<file path="src/rtl/line_buffer_reader.sv">
// Small register-based FIFO for valid/ready buffering. Head is visible in the cycle after the push.
// The caller reserves space before pushing: there is no full flag and no push backpressure.
module lbr_fifo #(
  parameter int WIDTH = 8,
  parameter int DEPTH = 2
) (
  input  logic                         clk,
  input  logic                         reset_n,
  input  logic                         push_vld,
  input  logic [WIDTH-1:0]             push_dat,
  input  logic                         pop_rdy,
  output logic                         head_vld,
  output logic [WIDTH-1:0]             head_dat,
  output logic [$clog2(DEPTH+1)-1:0]   count
);
  localparam int AW = (DEPTH > 1) ? $clog2(DEPTH) : 1;
  localparam int CW = $clog2(DEPTH+1);

  logic [WIDTH-1:0] mem [DEPTH];
  logic [AW-1:0]    wr_ptr;
  logic [AW-1:0]    rd_ptr;
  logic             pop;

  assign head_vld = (count != '0);
  assign pop      = head_vld && pop_rdy;
  assign head_dat = mem[rd_ptr];

  always_ff @(posedge clk or negedge reset_n) begin
    if (!reset_n) begin
      wr_ptr <= '0;
      rd_ptr <= '0;
      count  <= '0;
      for (int i = 0; i < DEPTH; i++) mem[i] <= '0;
    end else begin
      if (push_vld) begin
        mem[wr_ptr] <= push_dat;
        wr_ptr      <= (wr_ptr == AW'(DEPTH-1)) ? '0 : wr_ptr + 1'b1;
      end
      if (pop) rd_ptr <= (rd_ptr == AW'(DEPTH-1)) ? '0 : rd_ptr + 1'b1;
      count <= count + CW'(push_vld) - CW'(pop);
    end
  end
endmodule

// Pops all row FIFOs in lockstep and streams tagged pixel columns; read-to-valid latency is 2 cycles.
// A 2-entry output buffer absorbs consumer stalls; reads stop once buffer plus in-flight reads reach 2.
module line_buffer_reader #(
  parameter int FIFO_DATA_WIDTH      = 8,
  parameter int FIFO_COMPONENT_COUNT = 6,
  parameter int FRAME_WIDTH          = 10,
  parameter int FRAME_HEIGHT         = 10,
  parameter int BYTE_DOUBLE_WIDTH    = 16
) (
  input  logic                                            clk,
  input  logic                                            reset_n,
  input  logic                                            i_enable,
  input  logic [FIFO_COMPONENT_COUNT-1:0]                 i_fifo_empty,
  input  logic [FIFO_COMPONENT_COUNT*FIFO_DATA_WIDTH-1:0] i_fifo_data,
  output logic [FIFO_COMPONENT_COUNT-1:0]                 o_fifo_rd,
  output logic                                            o_valid,
  input  logic                                            i_ready,
  output logic [FIFO_COMPONENT_COUNT*FIFO_DATA_WIDTH-1:0] o_column,
  output logic [BYTE_DOUBLE_WIDTH-1:0]                    o_xcoord,
  output logic [BYTE_DOUBLE_WIDTH-1:0]                    o_ycoord,
  output logic                                            o_eol,
  output logic                                            o_eof,
  output logic                                            o_busy
);
  localparam int COL_W = FIFO_COMPONENT_COUNT * FIFO_DATA_WIDTH;
  localparam int BW    = BYTE_DOUBLE_WIDTH;
  localparam logic [BW-1:0] X_LAST = BW'(FRAME_WIDTH - 1);
  localparam logic [BW-1:0] Y_LAST = BW'(FRAME_HEIGHT - FIFO_COMPONENT_COUNT);

  typedef enum logic [1:0] {IDLE = 2'd0, STREAM = 2'd1, DRAIN = 2'd2} state_t;

  state_t        state;
  logic          busy_q;
  logic          rd_inflight;
  logic          rd_issue;
  logic          rows_vld;
  logic          col_vld;
  logic          xfer;
  logic [1:0]    buf_count;
  logic [2:0]    committed;
  logic [BW-1:0] x_cnt;
  logic [BW-1:0] y_cnt;
  logic          x_last;
  logic          y_last;

  // A slot freed by this cycle's transfer can be reused at once, which keeps one column per cycle.
  assign xfer      = col_vld && i_ready;
  assign committed = 3'(buf_count) + 3'(rd_inflight) - 3'(xfer);
  assign rows_vld  = (i_fifo_empty == '0);
  assign rd_issue  = (state == STREAM) && rows_vld && (committed < 3'd2);
  assign o_fifo_rd = {FIFO_COMPONENT_COUNT{rd_issue}};

  always_ff @(posedge clk or negedge reset_n) begin
    if (!reset_n) rd_inflight <= 1'b0;
    else          rd_inflight <= rd_issue;
  end

  lbr_fifo #(
    .WIDTH (COL_W),
    .DEPTH (2)
  ) u_col_buf (
    .clk      (clk),
    .reset_n  (reset_n),
    .push_vld (rd_inflight),
    .push_dat (i_fifo_data),
    .pop_rdy  (i_ready),
    .head_vld (col_vld),
    .head_dat (o_column),
    .count    (buf_count)
  );

  always_ff @(posedge clk or negedge reset_n) begin
    if (!reset_n) begin
      state  <= IDLE;
      busy_q <= 1'b0;
    end else begin
      case (state)
        IDLE: if (i_enable) begin
          state  <= STREAM;
          busy_q <= 1'b1;
        end
        STREAM: if (!i_enable) state <= DRAIN;
        DRAIN: begin
          if (i_enable) begin
            state <= STREAM;
          end else if (!rd_inflight && buf_count == 2'd0) begin
            state  <= IDLE;
            busy_q <= 1'b0;
          end
        end
        default: begin
          state  <= IDLE;
          busy_q <= 1'b0;
        end
      endcase
    end
  end

  // Coordinates track the column at the buffer head, so they only move on a transfer.
  assign x_last = (x_cnt == X_LAST);
  assign y_last = (y_cnt == Y_LAST);

  always_ff @(posedge clk or negedge reset_n) begin
    if (!reset_n) begin
      x_cnt <= '0;
      y_cnt <= '0;
    end else if (xfer) begin
      if (x_last) begin
        x_cnt <= '0;
        y_cnt <= y_last ? '0 : y_cnt + 1'b1;
      end else begin
        x_cnt <= x_cnt + 1'b1;
      end
    end
  end

  assign o_valid  = col_vld;
  assign o_xcoord = x_cnt;
  assign o_ycoord = y_cnt;
  assign o_eol    = col_vld && x_last;
  assign o_eof    = o_eol && y_last;
  assign o_busy   = busy_q;
endmodule

</file>
<file path="config.mk">
export PLATFORM = sky130hd
export DESIGN_NAME = line_buffer_reader
export DESIGN_NICKNAME = d
export VERILOG_FILES = /design/src/rtl/line_buffer_reader.sv
export SDC_FILE = /design/constraint.sdc
export NUM_CORES = 1
export LEC_CHECK = 0
export ABC_AREA = 1
export CORE_MARGIN = 2
export CORE_UTILIZATION = 55
export CTS_BUF_LIST = sky130_fd_sc_hd__clkbuf_2
export DETAILED_ROUTE_END_ITERATION = 10
export PLACE_DENSITY = 0.89
export SYNTH_ARGS = -nofsm -noshare
export SYNTH_HDL_FRONTEND = slang
export SYNTH_HIERARCHICAL = 1
export SYNTH_SLANG_ARGS = --single-unit
</file>
<file path="constraint.sdc">
create_clock -name clk -period 5.9 [get_ports clk]
set_clock_uncertainty 0.1 [all_clocks]
set_input_delay 0.59 -clock clk [delete_from_list [all_inputs] [get_ports clk]]
set_output_delay 0.59 -clock clk [all_outputs]
set_load 0.1 [all_outputs]
</file>
# Word level (Yosys, flattened, before mapping)

Cells that the tools add are included.

Mux-type cells: 19
Reductions and logical operators: 15
Bitwise gates (word level): 3
Magnitude comparators: 4
$add $sub $neg: 8
Equal/unequal tests: 9

Operator list:

| operator              | number |
|---|---|
| $mux 48               | 4 |
| $bwmux 96             | 1 |
| $demux 48 s1          | 1 |
| $add 16x1->16 const B | 2 |
| $mux 16               | 2 |
| $eq 16x3->1 const B   | 1 |
| $eq 16x4->1 const B   | 1 |
| $mux 2                | 4 |
| $ne 2x2->1 const B    | 4 |
| $logic_and 1x1->1     | 7 |
| $logic_not 6->1       | 1 |
| $pmux 2 s3            | 1 |
| $mux 1                | 5 |
| $ge 2x2->1 const B    | 2 |
| $logic_not 2->1       | 2 |
| $not 1->2             | 2 |
| $reduce_and 4->1      | 1 |
| $add 2x1->3           | 1 |
| $lt 3x2->1 const B    | 1 |
| $ne 3x3->1 const B    | 1 |
| $pmux 1 s3            | 1 |
| $reduce_and 3->1      | 1 |
| $sub 3x1->3           | 1 |
| $add 1x1->1 const B   | 2 |
| other kinds (9)       | 9 |

Output and inout port bits: 90
Bits in registers: 136

# Longest topological paths before layout

Gate-level depths: netlist (run 1).

Depth after elaboration: 6
Mapped depth: 12
Mapped depth without buffers: 10

# By module

The synthesis (run 1) kept the hierarchy.

By module, submodules not included:

| module             | cells an instance | seq. area each (µm²) | area an instance (µm²) | instances |
|---|---|---|---|---|
| lbr_fifo           | 539               | 2502.4               | 4383.0                 | 1 |
| line_buffer_reader | 346               | 900.9                | 2382.3                 | 1 |

# Least setup slack after synthesis (run 1)

No wires, ideal clock.

Kind: reg-to-output
From: register u_col_buf.count[1]
To: output port o_fifo_rd[0]
Required time: 5.210 ns
Stages on the path, launching flop included: 12
Path slack: 1.307 ns
Arrival: 3.903 ns
Path through: dfrtp_1 > inv_1 > nand2_1 > nand2_1 > clkinv_1 > buf_2 > ha_1 > or2_2 > fa_1 > nand3b_1 > nor3_1 > buf_4

Word-level cells in the longest chain between the ends: 5
Elaborated cells between the ends (all ways): 6
Those cells by class: add/sub: 2; order compare: 1; reduce/logical: 3

Ends and longest elaborated chain:

| what                   | RTL line | text |
|---|---|---|
| start, declared        | 14       | `output logic [$clog2(DEPTH+1)-1:0] count` |
| start signal, assigned | 40       | `count <= count + CW'(push_vld) - CW'(pop);` |
| $reduce_bool 2->1      | 24       | `assign head_vld = (count != '0);` |
| via o_valid            | 60       | `output logic o_valid,` |
| $logic_and 1x1->1      | 91       | `assign xfer = col_vld && i_ready;` |
| via xfer               | 82       | `logic xfer;` |
| $sub 3x1->3            | 92       | `assign committed = 3'(buf_count) + 3'(rd_inflight) - 3'(xfer);` |
| $lt 3x2->1             | 94       | `assign rd_issue = (state == STREAM) && rows_vld && (committed < 3'd2);` |
| $logic_and 1x1->1      | 94       |  |
| end, declared          | 59       | `output logic [FIFO_COMPONENT_COUNT-1:0] o_fifo_rd,` |

The timed path passes the listed nets, and every way through them passes these cells.

# Worst setup path after layout (run 1)

From: register u_col_buf.count[1]
To: output port o_fifo_rd[3]

Word-level cells in the longest chain between the ends: 5
Elaborated cells between the ends (all ways): 6
Those cells by class: add/sub: 2; order compare: 1; reduce/logical: 3

Ends and longest elaborated chain:

| what                                                                | RTL line |
|---|---|
| parallel branches: the longest is 2 deep, another holds $add 2x1->3 | -- |
| $sub 3x1->3 (*)                                                     | 92 |
| $lt 3x2->1 (*)                                                      | 94 |
| $logic_and 1x1->1 (*)                                               | 94 |

Mark *: on every way between the ends.

==> results of run 1 <==
[tightest hold or removal path: stages]
cell             delay [ns]
clkdlybuf4s50_1        0.39
inv_1                  0.06
o21ai_1                0.06
[flip-flops by register name (all words and copies together) (netlist names)]
| signal | count |
|---|---|
| u_col_buf/count | 2 |
| u_col_buf/mem | 96 |
| o_busy | 1 |
| o_ycoord | 16 |
| state | 2 |
| rd_inflight | 1 |
| u_col_buf/rd_ptr | 1 |
| o_xcoord | 16 |
| u_col_buf/wr_ptr | 1 |
[layer usage]
layer / GRT usage / vias up / routed length (um)
li1: - / 2996 / -
met1: 0.327 / 2751 / 6720
met2: 0.398 / 199 / 7600
met3: 0.0480 / 19 / 788
met4: 0.0803 / 0 / 184
met5: 0 / - / 0
[through the flow]
stage                     power, W  hold WS [ns]  utilization  setup slack (ns)  area (um^2)
after floorplan            0.00317         0.194            -              1.31         6770
after global placement     0.00373         0.366        0.680              1.37         8160
after CTS                  0.00433         0.314        0.701             0.844         8420
after detailed placement   0.00377         0.373        0.680              1.27         8160
after global routing       0.00452         0.280        0.701             0.510         8420
final                      0.00430         0.362        0.701             0.873         8420
[synth_stat cells, types with 3 or more instances]
cell / instances / share of area
o21ai_1: 58 / 0.043
nor2_1: 45 / 0.025
o21ai_0: 48 / 0.036
clkbuf_1: 11 / 0.0061
nand2_1: 353 / 0.20
dfrtp_1: 136 / 0.50
ha_1: 7 / 0.013
xnor2_1: 3 / 0.0039
nand3_1: 45 / 0.033
buf_6: 10 / 0.017
nor2_2: 5 / 0.0046
nand4_1: 9 / 0.0083
or2_2: 3 / 0.0028
nand3b_1: 4 / 0.0044
a21oi_1: 4 / 0.0030
buf_4: 11 / 0.012
xor2_1: 9 / 0.012
buf_2: 8 / 0.0059
inv_1: 102 / 0.057
[cells in the final DEF (no fill, tap or decap), types with 3 or more instances in the layout]
cell,count
dfrtp_1,135
nor2_1,45
nand3b_1,4
nand3_1,45
buf_4,10
nand2_1,352
xor2_1,9
clkinvlp_4,3
nor2_2,5
bufinv_16,3
o21ai_1,58
ha_1,7
nand4_1,9
clkbuf_2,17
clkinv_1,3
o21ai_0,48
or2_2,3
inv_1,101
clkinv_2,7
xnor2_1,3
a21oi_1,4
clkdlybuf4s50_1,140
[logic make-up (layout without fill, tap and decap cells)]
logic type               count (synthesis)  in the layout  synth area share
AND/OR/NAND/NOR                        472            472             0.283
adder cells (fa/ha/maj)                  8              8            0.0159
AO/OA/AOI/OAI                          112            112            0.0836
other                                    0              1                 0
XOR/XNOR                                12             12            0.0155
flip-flops                             136            136             0.503
buffers and inverters                  145            288            0.0993
[worst max-delay path by stage]
stage,from,endpoint,slack [ns],cells past startpoint
detailed placement,i_ready,o_fifo_rd[3],1.27,9
global route,u_col_buf/count[1],o_fifo_rd[3],0.51,11
floorplan,u_col_buf/count[1],o_fifo_rd[0],1.31,11
finish,u_col_buf/count[1],o_fifo_rd[3],0.87,11
CTS,u_col_buf/count[1],o_fifo_rd[3],0.84,11
global placement,i_ready,o_fifo_rd[3],1.37,9
[area by class of cell]
cell class	instances	area [um^2]	area share
flip-flops and latches	136	3400	0.404
inverters	104	390	0.0464
multi-input cells	604	2700	0.320
clock buffers	17	85.1	0.0101
well taps	147	184	0.0218
clock inverters	15	160	0.0190
repair buffers	152	1500	0.178
diodes	1	2.50	0.000297
[power groups by stage]
stage	Sequential (W)	Combinational [W]	Clock, W
final	0.00118	0.00256	0.000558
after global routing	0.00120	0.00270	0.000615
after CTS	0.00118	0.00257	0.000570
after detailed placement	0.00120	0.00256	0
after global placement	0.00119	0.00254	0
after floorplan	0.00135	0.00182	0
[what timing repair did]
action | 4_1_cts | 5_1_grt
gates resized for setup | 0 | 0
endpoints found under the hold margin | 71 | 0
setup buffers | 0 | 0
endpoints found under the setup margin | 0 | 0
hold buffers | 1 | 0
==> out/qor.csv, run 1 <==
metric,value,unit
Internal Dissipation,0.00187,W
GRT Overall Usage,0.243,
Num CTS Buffers,17,
Die Width,115,um
Initial Util,0.563,
Layout Cells excl Fill,1176,
VDD IR max,0.384,mV
Crit Reg-Reg Startpoint,u_col_buf/count[1],
Hold Path End,u_col_buf/mem[36],
CP arrival,4.34,ns
sequential area share after synthesis,0.503,
Switching Share,0.566,
crit path capture type,output port,
leakage power,4.44,nW
total negative slack,0,ns
Syn Nets,951,
port buffer count,147,
"Reg clk slew, reported paths",0.20,ns
worst skew pair latency,0.67,ns
hold path cells,3,
initial antenna violation count,1,
HPWL after DPL,10400,um
Synth Cell Area,6770,um^2
"setup slack, reg-to-reg",2.38,ns
worst path cell trace,"inv_1, nand2_1, nand2_1, clkinv_1, ha_1, or2_2, fa_1, a21oi_1, o21ai_0, nor3_1, buf_4",
fin crit share,0.852,
H-tree levels,4,
Yosys cell types,31,
Crit path max-delay family,simple AND/OR/NAND/NOR gates,
total gr overflow,0,
vias in the first global route,5611,
critical path's slowest cell,nor3_1,
fmax,199,MHz
PwrDens,511,nW/um^2
Crit Path Class,reg2out,
I/O pin count,148,
DR iter-0 viols,488,
"slowest stage delay, CP",0.57,ns
r2r endpoint,rd_inflight,
CTS tree,done,
Die Area,13200,um^2
NetSw,0.00243,W
HP Start,i_fifo_data[36],
cell row count,40,
Logic pwr share,0.595,
count of final hold-check violations,0,
core area,12000,um^2
share of layout cells above drive strength 1,0.0554,
Worst EP required,5.21,ns
placed insts,1142,
clock share of power,0.130,
first-pass GRT wire length,25600,um
Post-layout nets,1081,
Crit path top cell by count,nand2_1,
Worst Tran Pin Value,1.02,ns
Final Setup Violations,0,
status,"finished, final reports clean",
Mapped Cells,885,
post-route ant nets,0,
Via density,5.07,
share of total power in sequential cells,0.275,
Max Cap Viol,0,
crit path max fanout,16,
ys async rst share,1.00,
largest net degree at the start of global routing,97,
Final Max Slew Viols,0,
class of the worst hold path,in2reg,
Post-synth top flop,dfrtp_1,
Die Y,115,um
worst relative slew slack,0.320,
Root Buffer,clkbuf_2,
Residual DRC,0,
Initial DRT Pass Iterations,5,
Setup crit start kind,register,
Yosys reg bits,136,
Post-synth EDFFs,0,
Final min period,5.03,ns
Synth Warn #,6,
Synth-to-Final Area Change,24.5,%
fillers,969,
RSZ-0062 raised after global routing,no,
DR WL/cell,13.0,um
CTS sink cnt,136,
CP bufs+invs,3,
depth of the most critical reg-to-reg path,10,
"Avg Cell Area, Syn",7.64,um^2
vias,5965,
overall routed net length,15300,um
maximum clock insertion buffer count,2,
GPL Wtd Cong,0.912,
Power figures use the tool's default switching activity.
==> inputs of run 2 (changes only) <==
Settings changed: MAX_ROUTING_LAYER set to met4, RECOVER_POWER set to 25, SLEW_MARGIN set to 20.
==> run 2 against run 1 <==
- the run now ends with capacitance limit, slew limit left
- flip-flop and latch count stayed put
- highest routed layer unchanged
- combinational power is essentially flat
- clock-buffer cell count did not move
==> out/qor.csv, run 2 (synthesized netlist as in run 1, its figures left out) <==
metric,value,unit,change
total power,0.00447,W,+3.8%
Final Max Slew Viols,163,,+163
worst skew pair latency,0.70,ns,+0.03 ns
post-route ant nets,0,,unchanged
worst relative slew slack,-1.31,,-1.63
PwrDens,525,nW/um^2,+2.8%
"most common cell after layout, fill and taps aside",nand2_1,,
Setup crit start kind,register,,
I/O pin count,148,,unchanged
GRT Overall Usage,0.248,,+0.00542
critical path's slowest cell,nor3_1,,
Biggest register,u_col_buf/mem,,
"Design Area, Final",8500,um^2,+0.92%
Placed Area,8160,um^2,unchanged
fmax,202,MHz,+1.6%
CP arrival,4.26,ns,-0.08 ns
Residual DRC,0,,unchanged
VDD IR max,0.416,mV,+8.5%
"slowest stage delay, CP",0.58,ns,about the same
H-tree levels,4,,unchanged
HPWL after DPL,10300,um,-0.78%
failing checks,"capacitance limit, slew limit",,
first-pass GRT wire length,25200,um,-1.5%
vias in the first global route,5572,,-0.70%
total gr overflow,0,,unchanged
CP bufs+invs,3,,unchanged
total negative slack,0,ns,unchanged
share of layout cells above drive strength 1,0.0516,,-0.00389
cell row count,40,,unchanged
fin crit share,0.839,,-0.0130
Crit path max-delay family,simple AND/OR/NAND/NOR gates,,
largest net degree at the start of global routing,97,,unchanged
post-route setup slack,0.950,ns,+0.0769 ns
Crit path top cell by count,nand2_1,,
Worst Tran Pin Value,3.46,ns,+2.44 ns
Via density,5.10,,+0.57%
GPL Wtd Cong,0.934,,+2.4%
Crit Path Class,reg2out,,
DR iter-0 viols,441,,-9.6%
"Reg clk slew, reported paths",0.19,ns,about the same
Final min period,4.95,ns,-0.0769 ns
Final Setup Violations,0,,unchanged
Die Area,13200,um^2,unchanged
Initial DRT Pass Iterations,5,,unchanged
Max Cap Viol,2,,+2
RSZ-0062 raised after global routing,no,,
vias,5999,,+0.57%
Post-layout nets,1081,,unchanged
count of final hold-check violations,0,,unchanged
initial antenna violation count,1,,unchanged
class of the worst hold path,in2reg,,
Die Width,115,um,unchanged
Layout Cells excl Fill,1176,,unchanged
leakage power,4.45,nW,+0.41%
Num CTS Buffers,17,,unchanged
CTS sink cnt,136,,unchanged
Worst EP required,5.21,ns,about the same
pre-CTS setup slack,1.29,ns,+0.0244 ns
overall routed net length,15200,um,-0.55%
Synth-to-Final Area Change,25.6,%,
max reg flops,96,,unchanged
status,"complete, but fails checks",,
crit path max fanout,16,,unchanged
placed insts,1142,,unchanged
Die Y,115,um,unchanged
"commonest non-fill, non-tap cells in the layout","354 x nand2_1, 140 x clkdlybuf4s50_1, 135 x dfrtp_1",,
CTS tree,done,,
port buffer count,147,,unchanged
core area,12000,um^2,unchanged
Initial Util,0.563,,unchanged
DR WL/cell,12.9,um,-0.55%
Root Buffer,clkbuf_2,,
crit path capture type,output port,,
maximum clock insertion buffer count,2,,unchanged
worst path cell trace,"inv_1, nand2_1, nand2_1, clkinv_1, ha_1, or2_2, fa_1, nand3b_1, nor3_1, buf_4",,
[run 2: cell count changes in the layout (fill, tap and decap cells not counted), sizes merged]
cell	before	now
buf	11	10
bufinv	3	7
clkbuf	17	18
clkinv	11	7
[run 2: final timing paths]
kind	depth (start not counted)	slack, ns	from	end
setup / recovery	10	0.95	u_col_buf/count[1]	o_fifo_rd[1]
hold / removal	3	0.33	i_fifo_data[26]	u_col_buf/mem[74]
setup reg to reg	9	2.48	u_col_buf/count[1]	rd_inflight
hold reg to reg	2	0.41	u_col_buf/mem[51]	u_col_buf/mem[51]
max in group asynchronous	3	1.94	reset_n	u_col_buf/rd_ptr
min in group asynchronous	2	1.48	reset_n	o_ycoord[13]
[run 2: area by class of cell]
cell class	instances	area (um^2)
Clock inverter	15	255
Antenna cell	1	2.50
Fill cell	968	3510
Clock buffer	17	85.1
Tap cell	147	184
Inverter	104	390
Sequential cell	136	3400
Timing Repair Buffer	152	1490
Multi-Input combinational cell	604	2690
[run 2: power by group]
| group | internal [W] | switching [W] | leakage [nW] |
|---|---|---|---|
| clock network | 0.000400 | 0.000330 | 0.185 |
| logic | 0.000563 | 0.00199 | 2.88 |
| registers | 0.00108 | 0.000106 | 1.39 |
| total | 0.00204 | 0.00243 | 4.45 |
[run 2: what timing repair did]
| item | 4_1_cts | 5_1_grt |
|---|---|---|
| resized for setup | 0 | 0 |
| hold buffers | 1 | 0 |
| setup buffers | 0 | 0 |
| hold endpoints to repair | 64 | 0 |
[run 2: routing by layer]
| metal | share of wire | GRT usage |
|---|---|---|
| met1 | 0.44 | 0.311 |
| met2 | 0.49 | 0.399 |
| met3 | 0.051 | 0.0554 |
| met4 | 0.018 | 0.0892 |
| met5 | 0 | - |
[run 2: tightest hold or removal path, stage by stage]
cell	delay [ns]
clkdlybuf4s50_1	0.40
inv_1	0.06
o21ai_1	0.06
[run 2: stage by stage]
step / util / hold slack, ns
after global routing: 0.708 / 0.255
after CTS: 0.709 / 0.257
after detailed placement: 0.680 / 0.374
final: 0.708 / 0.334
after global placement: 0.680 / 0.365
after floorplan: - / 0.194
